$ cat config.mk
export PLATFORM = sky130hd
export DESIGN_NAME = led7seg_scan
export DESIGN_NICKNAME = d
export VERILOG_FILES = /design/src/rtl/led7seg_pkg.sv /design/src/rtl/led7seg_dec.sv /design/src/rtl/led7seg_scan.sv
export SDC_FILE = /design/constraint.sdc
export NUM_CORES = 1
export LEC_CHECK = 0
export BUFFER_PORTS_ARGS = -buffer_cell sky130_fd_sc_hd__buf_2
export CAP_MARGIN = 0
export CORE_UTILIZATION = 62
export DETAILED_ROUTE_END_ITERATION = 6
export PLACE_DENSITY = 0.94
export SLEW_MARGIN = 30
export SYNTH_ARGS = -nofsm -noshare
export SYNTH_HDL_FRONTEND = slang
export SYNTH_SLANG_ARGS = --single-unit
$ cat constraint.sdc
create_clock -name CLK -period 3.7 [get_ports CLK]
set_input_delay 0.74 -clock CLK [delete_from_list [all_inputs] [get_ports CLK]]
set_output_delay 0.74 -clock CLK [all_outputs]
set_load 0.01 [all_outputs]
$ cat src/rtl/led7seg_pkg.sv
// Shared constants and types for the four-digit multiplexed 7-segment scanner.
// Glyphs are active-low, bit order g..a.
package led7seg_pkg;

    localparam logic [7:0] SEG_OFF = 8'hFF;
    localparam logic [3:0] SA_OFF  = 4'b1111;
    localparam logic [6:0] SEG_NONE = 7'h7F;

    localparam logic [6:0] GLYPH_0 = 7'h40;
    localparam logic [6:0] GLYPH_1 = 7'h79;
    localparam logic [6:0] GLYPH_2 = 7'h24;
    localparam logic [6:0] GLYPH_3 = 7'h30;
    localparam logic [6:0] GLYPH_4 = 7'h19;
    localparam logic [6:0] GLYPH_5 = 7'h12;
    localparam logic [6:0] GLYPH_6 = 7'h02;
    localparam logic [6:0] GLYPH_7 = 7'h78;
    localparam logic [6:0] GLYPH_8 = 7'h00;
    localparam logic [6:0] GLYPH_9 = 7'h10;
    localparam logic [6:0] GLYPH_A = 7'h08;
    localparam logic [6:0] GLYPH_B = 7'h03;
    localparam logic [6:0] GLYPH_C = 7'h46;
    localparam logic [6:0] GLYPH_D = 7'h21;
    localparam logic [6:0] GLYPH_E = 7'h06;
    localparam logic [6:0] GLYPH_F = 7'h0E;

    typedef enum logic {
        SHOW  = 1'b0,
        BLANK = 1'b1
    } scan_state_t;

endpackage

$ cat src/rtl/led7seg_dec.sv
// Combinational hex to active-low 7-segment decoder (g..a), no latency.
// No flow control; output follows input in the same cycle.
module led7seg_dec (
    input  logic [3:0] value,
    output logic [6:0] seg
);
    import led7seg_pkg::*;

    always_comb begin
        seg = GLYPH_0;
        case (value)
            4'h0: seg = GLYPH_0;
            4'h1: seg = GLYPH_1;
            4'h2: seg = GLYPH_2;
            4'h3: seg = GLYPH_3;
            4'h4: seg = GLYPH_4;
            4'h5: seg = GLYPH_5;
            4'h6: seg = GLYPH_6;
            4'h7: seg = GLYPH_7;
            4'h8: seg = GLYPH_8;
            4'h9: seg = GLYPH_9;
            4'hA: seg = GLYPH_A;
            4'hB: seg = GLYPH_B;
            4'hC: seg = GLYPH_C;
            4'hD: seg = GLYPH_D;
            4'hE: seg = GLYPH_E;
            4'hF: seg = GLYPH_F;
            default: seg = GLYPH_0;
        endcase
    end

endmodule

$ cat src/rtl/led7seg_scan.sv
// Four-digit multiplexed 7-segment scanner with blanking gap; outputs registered (1 cycle).
// Writes always accepted, no back-pressure. Define LED7SEG_LZB_EN for leading-zero blanking.
module led7seg_scan #(
    parameter int SCAN_DIV  = 50000,
    parameter int BLANK_CYC = 16
) (
    input  logic       CLK,
    input  logic       RST_N,
    input  logic       EN,
    input  logic       WE,
    input  logic [1:0] WADDR,
    input  logic [3:0] WDATA,
    input  logic       WDP,
    output logic [3:0] SA,
    output logic [7:0] LED
);
    import led7seg_pkg::*;

    localparam int CW = (SCAN_DIV > 1) ? $clog2(SCAN_DIV) : 1;
    localparam logic [CW-1:0] SHOW_LAST  = CW'(SCAN_DIV - 1);
    localparam logic [CW-1:0] BLANK_LAST = CW'(BLANK_CYC - 1);

    scan_state_t     state, state_nxt;
    logic [CW-1:0]   cnt, cnt_nxt;
    logic [1:0]      idx, idx_nxt;
    logic [3:0][3:0] val;
    logic [3:0]      dp;
    logic [6:0]      seg;
    logic            lead_zero;
    logic [3:0]      sa_nxt;
    logic [7:0]      led_nxt;

    always_ff @(posedge CLK) begin
        if (!RST_N) begin
            state <= SHOW;
            cnt   <= '0;
            idx   <= '0;
        end else begin
            state <= state_nxt;
            cnt   <= cnt_nxt;
            idx   <= idx_nxt;
        end
    end

    always_comb begin
        state_nxt = state;
        cnt_nxt   = cnt + 1'b1;
        idx_nxt   = idx;
        case (state)
            SHOW: begin
                if (cnt == SHOW_LAST) begin
                    state_nxt = BLANK;
                    cnt_nxt   = '0;
                end
            end
            BLANK: begin
                if (cnt == BLANK_LAST) begin
                    state_nxt = SHOW;
                    cnt_nxt   = '0;
                    idx_nxt   = idx + 2'd1;
                end
            end
            default: begin
                state_nxt = SHOW;
                cnt_nxt   = '0;
            end
        endcase
    end

    always_ff @(posedge CLK) begin
        if (!RST_N) begin
            val <= '0;
            dp  <= '0;
        end else if (WE) begin
            val[WADDR] <= WDATA;
            dp[WADDR]  <= WDP;
        end
    end

    led7seg_dec u_dec (
        .value (val[idx]),
        .seg   (seg)
    );

`ifdef LED7SEG_LZB_EN
    // A digit is a leading zero when it and every more-significant digit are 0.
    always_comb begin
        lead_zero = (idx != 2'd0);
        for (int i = 0; i < 4; i++) begin
            if (i >= int'(idx) && val[i] != 4'h0) begin
                lead_zero = 1'b0;
            end
        end
    end
`else
    assign lead_zero = 1'b0;
`endif

    always_comb begin
        sa_nxt  = SA_OFF;
        led_nxt = SEG_OFF;
        if (state == SHOW && EN) begin
            sa_nxt  = ~(4'b0001 << idx);
            led_nxt = {~dp[idx], (lead_zero ? SEG_NONE : seg)};
        end
    end

    always_ff @(posedge CLK) begin
        if (!RST_N) begin
            SA  <= SA_OFF;
            LED <= SEG_OFF;
        end else begin
            SA  <= sa_nxt;
            LED <= led_nxt;
        end
    end

endmodule
Yosys cells after proc, flatten, opt, wreduce, memory -nomap -nowiden

Memories as Yosys holds them, arrays and structs flattened. A register that Yosys moved wholly into a read port is not among the register bits.
Cells that the tools add are included.

Bits in registers: 51
Bits in read-only memories: 112
Input bits: 11
Output and inout port bits: 12
Logic and storage cells: 43
Memories kept: 1

$add $sub $neg: 2
$lt $le $gt $ge: 3
Eq/ne operators: 2
Shift operators: 1
Muxes and demuxes: 16
Bitwise logic cells: 3
Reductions and logical operators: 5

Memories:

| memory          | depth | width | read ports | clocked after memory_dff | write ports | RTL line          | text |
|---|---|---|---|---|---|---|---|
| (no name shown) | 16    | 7     | 1          | 1                        | 0           | led7seg_dec.sv:11 | `case (value)` |

Operator list:

| kind                    | count |
|---|---|
| $mux W16                | 2 |
| $pmux W16 S2            | 1 |
| $add A16 B1 Y16 const B | 1 |
| $bwmux W16              | 1 |
| $eq A16 B16 Y1 const B  | 1 |
| $eq A16 B4 Y1 const B   | 1 |
| $bmux W4 S2             | 1 |
| $demux W4 S2            | 1 |
| $mux W4                 | 2 |
| $lt A2 B3 Y1 const B    | 2 |
| $bwmux W4               | 1 |
| $mux W1                 | 4 |
| $not A4 Y4              | 1 |
| $reduce_and A2 Y1       | 2 |
| $shl A1 B2 Y4 const A   | 1 |
| $add A2 B1 Y2 const B   | 1 |
| $bmux W1 S2             | 1 |
| $demux W1 S2            | 1 |
| $ge A2 B1 Y1 const B    | 1 |
| $logic_and A1 B1 Y1     | 2 |
| $not A1 Y1              | 2 |
| $pmux W1 S2             | 1 |
| $logic_not A1 Y1        | 1 |

Logic depth before layout (Yosys ltp)

Depth in word-level cells: 5
Depth in mapped cells: 8

Modules after synthesis

From an unflattened synthesis, not the netlist that was laid out.

Cell total of the unflattened synthesis: 237
Area total of the unflattened synthesis: 2382.3 um2

By module, submodules not included:

| module       | times used | cells an instance | area an instance (um2) |
|---|---|---|---|
| led7seg_scan | 1          | 202               | 2112.0 |
| led7seg_dec  | 1          | 35                | 270.3 |

Least setup slack after synthesis

Ideal clock, no wire load.

Kind: register to register
Start: reg idx[0]
End: reg LED[1]
Arrival time: 1736 ps
Required time: 3564 ps
Setup slack: 1827 ps
Stages on the path, launching flop included: 7
Buffers on the path: 1
Clock period less this slack: 1873 ps
Path through: dfxtp_1 > buf_2 > mux4_2 > inv_1 > ha_1 > o211ai_1 > nand3_1

Cells in the longest elaborated chain, start to end: 2

Ends and longest elaborated chain:

| item                          | RTL line           | text |
|---|---|---|
| from (decl)                   | led7seg_scan.sv:25 | `logic [1:0] idx, idx_nxt;` |
| from (signal assigned)        | led7seg_scan.sv:41 | `idx <= idx_nxt;` |
| $bmux W4 S2                   | led7seg_scan.sv:81 | `.value (val[idx]),` |
| $mux W4 (implied by the code) | led7seg_scan.sv:81 |  |
| to (decl)                     | led7seg_scan.sv:15 | `output logic [7:0] LED` |

No other way between the ends. The select of a mux whose other input is x is not followed.
A chain may end at the register's enable or synchronous reset.

Worst setup path in the final report

Start: reg idx[0]
End: reg LED[3]

The elaborated chain is that of the path after synthesis.

==> results.py <==
metrics = {
    "detailed_routing": {
        "dr.first_iter.drc_count": 166,
        "via_per_inst": 5.88,
        "final_antenna_net_count": 0,
        "drt_wl_total_um": 4230,
        "post-route-drc-count": 0,
        "vias": 1763,
        "wire_per_inst_um": 14.1,
        "dr.pass1.iters": 4,
    },
    "run_status": {
        "status": "complete, no violations",
    },
    "floorplan": {
        "dieArea_um2": 3940,
        "die_y_um": 62.8,
        "ios": 23,
        "initial_core_util_pct": 66.6,
        "die_x_um": 62.8,
        "fp-row-count": 21,
        "core_area_um2": 3440,
    },
    "power": {
        "power_leakage_nw": 0.969,
        "swShare_pct": 21.3,
        "p_total_mw": 1.10,
        "switchingPower_mw": 0.233,
        "p_seq_share_pct": 52.2,
        "p_per_area_nw_per_um2": 428,
        "p_comb_share_pct": 6.2,
        "p_int_mw": 0.862,
        "vdd_drop_max_mv": 0.314,
        "power.share.clock_pct": 41.6,
    },
    "synthesis": {
        "ys_async_sr_fraction_pct": 0,
        "syn-cell-area_um2": 2290,
        "synth_top_family_by_area": "simple AND/OR/NAND/NOR gates",
        "syn-instance-count": 233,
        "ys_seq_elements": 51,
        "postSynthAreaPerCell_um2": 9.83,
        "synth-xor-area-share_pct": 4.59,
        "synth-edff-count": 0,
        "ys_seq_area_share_pct": 44.6,
        "ys_types": 39,
        "syn_nets": 255,
        "synthMuxAreaShare_pct": 15.0,
        "synthFlopType": "dfxtp_1",
        "synth-simple-area-share_pct": 20.1,
        "synthAdderAreaFrac_pct": 6.01,
        "synth_compound_area_share_pct": 6.44,
        "yosys_warnings": 0,
    },
    "sta": {
        "relSlewSlack_pct": 53.3,
        "tightestPinTransition_ns": 0.700,
        "whs_ns": 0.504,
        "fin_setup_tns_ns": 0,
        "hold_violations": 0,
        "rsz0062_at_grt": "false",
        "setup_ws_ns": 1.52,
        "period_share_pct": 58.8,
        "fmax_mhz": 460,
        "period_minus_slack_ns": 2.18,
        "finClkSkew_ns": 0.00862,
        "slew_violations": 0,
        "setup_violations": 0,
    },
    "critical_path": {
        "rr_worst_depth": 7,
        "slowest_stage": "dfxtp_1",
        "cpMostUsedCell": "inv_1",
        "cp_max_fo": 10,
        "slowest_delay_ns": 0.65,
        "cp_top_family": "multiplexers",
        "path_class": "reg -> reg",
        "cp.depth": 7,
        "end_kind": "register",
        "crit_buf_inv": 2,
        "cp.required_ns": 3.94,
        "start_kind": "register",
        "cp_cell_sequence": "mux4_2 -> inv_1 -> ha_1 -> inv_1 -> mux2i_1 -> nor3b_1 -> a31oi_1",
        "worstPathArrival_ns": 2.42,
    },
    "flow_run": {
        "max-cap-violations": 0,
    },
    "layout": {
        "final_nets": 275,
        "stdcell_count": 300,
        "diodes": 0,
        "final_cell_mix": "dfxtp_1 (51), mux2i_1 (23), nor2_1 (22), buf_2 (22), nor3_1 (17)",
        "layout-drive-gt1-share_pct": 16.9,
        "area_delta_synth_final_pct": 11.7,
        "mostFrequentLayoutCell": "dfxtp_1",
    },
    "clocking": {
        "cts_tree": "built",
        "clkTransAtPathRegs_ns": 0.09,
        "ctsHoldBuffers": 0,
        "cts_setup_buffers": 0,
        "cts_resized": 0,
        "clk_path_buf_depth": 2,
        "clkLatencyLatePin_ns": 0.31,
        "htreeDepth": 2,
        "cts.sinks": 51,
        "cts_buffers": 5,
        "cts-root-buf": "clkbuf_8",
    },
    "placed_design": {
        "pre_cts_ws_ns": 1.53,
        "gp_congestion": 0.870,
        "place_inst": 292,
        "dpl.hpwl_um": 2800,
        "io_buffer_count": 22,
    },
    "hold_path": {
        "whs_path_depth": 1,
        "worst_hold_path_type": "reg -> reg",
    },
    "global_routing": {
        "antenna_found_initial": 0,
        "grt_first_pass_wirelength_um": 7260,
        "grt_pass1_vias": 1687,
        "grt_max_degree": 39,
        "grt_usage_pct": 23.4,
        "grt-ovfl-total": 0,
    },
}
layout make-up:
class / instances / area (µm²)
well taps: 46 / 57.6
fillers: 231 / 882
clock inverters: 3 / 67.6
clock buffers: 5 / 68.8
repair buffers: 22 / 110
inverters: 10 / 37.5
multi-input cells: 163 / 1200
flip-flops and latches: 51 / 1020
routing by layer:
layer  vias to the layer above  GRT usage (%)  part of all wire [%]
met5                         -              0                     0
li1                        866              -                     -
met4                         0           7.27                  0.99
met2                        53           39.9                    47
met3                         5           8.21                   5.3
met1                       839           27.3                    47
Yosys cell counts, drive strengths merged, types with 2 or more instances:
master / n / area (µm²)
dfxtp: 51 / 1020
mux2i: 23 / 230
nor2: 22 / 82.6
nor3: 17 / 85.1
nand2: 16 / 62.6
ha: 11 / 138
inv: 10 / 37.5
nand3: 10 / 55.1
xnor2: 10 / 87.6
a21oi: 6 / 30.0
clkbuf: 5 / 18.8
mux4: 5 / 113
nor4: 5 / 31.3
buf: 4 / 20.0
nand4: 4 / 25.0
o21ai: 4 / 20.0
o221ai: 4 / 35.0
nor3b: 3 / 27.5
or3: 3 / 18.8
a211oi: 2 / 15.0
and3: 2 / 13.8
nand3b: 2 / 15.0
or2: 2 / 12.5
or4: 2 / 18.8
xor2: 2 / 17.5
power groups by stage:
stage | clock network, mW | registers [mW] | logic (mW)
after global placement | 0 | 0.583 | 0.0656
after global routing | 0.478 | 0.573 | 0.0759
after detailed placement | 0 | 0.584 | 0.0671
after CTS | 0.459 | 0.572 | 0.0680
final | 0.456 | 0.572 | 0.0682
after floorplan | 0 | 0.586 | 0.0438
worst paths after layout:
check                             from     end  slack [ns]
worst min-delay path            cnt[0]  cnt[0]        0.50
worst max register to register  idx[0]  LED[3]        1.52
worst min register to register  cnt[0]  cnt[0]        0.50
worst max-delay path            idx[0]  LED[3]        1.52
cell families (layout without fill, tap and decap cells):
group / count (synthesis) / count (layout)
and+or+nand+nor: 90 / 90
DFF: 51 / 51
muxes: 28 / 28
AOI/OAI and AO/OA: 22 / 22
buffers and inverters: 19 / 40
xor gates and xnor gates: 12 / 12
adders and majority gates: 11 / 11
registers in the layout, indices dropped and copies added (netlist names):
register	flops
val	16
state	1
idx	2
cnt	16
SA	4
LED	8
dp	4
per-stage QoR:
stage | cell area (µm²) | utilization, %
3_5_place_dp | 2420 | 70.4
5_1_grt | 2560 | 74.4
4_1_cts | 2560 | 74.4
2_1_floorplan | 2290 | -
3_3_place_gp | 2420 | 70.3
6_report | 2560 | 74.4
No activity file was read; power rests on OpenSTA's default activity.
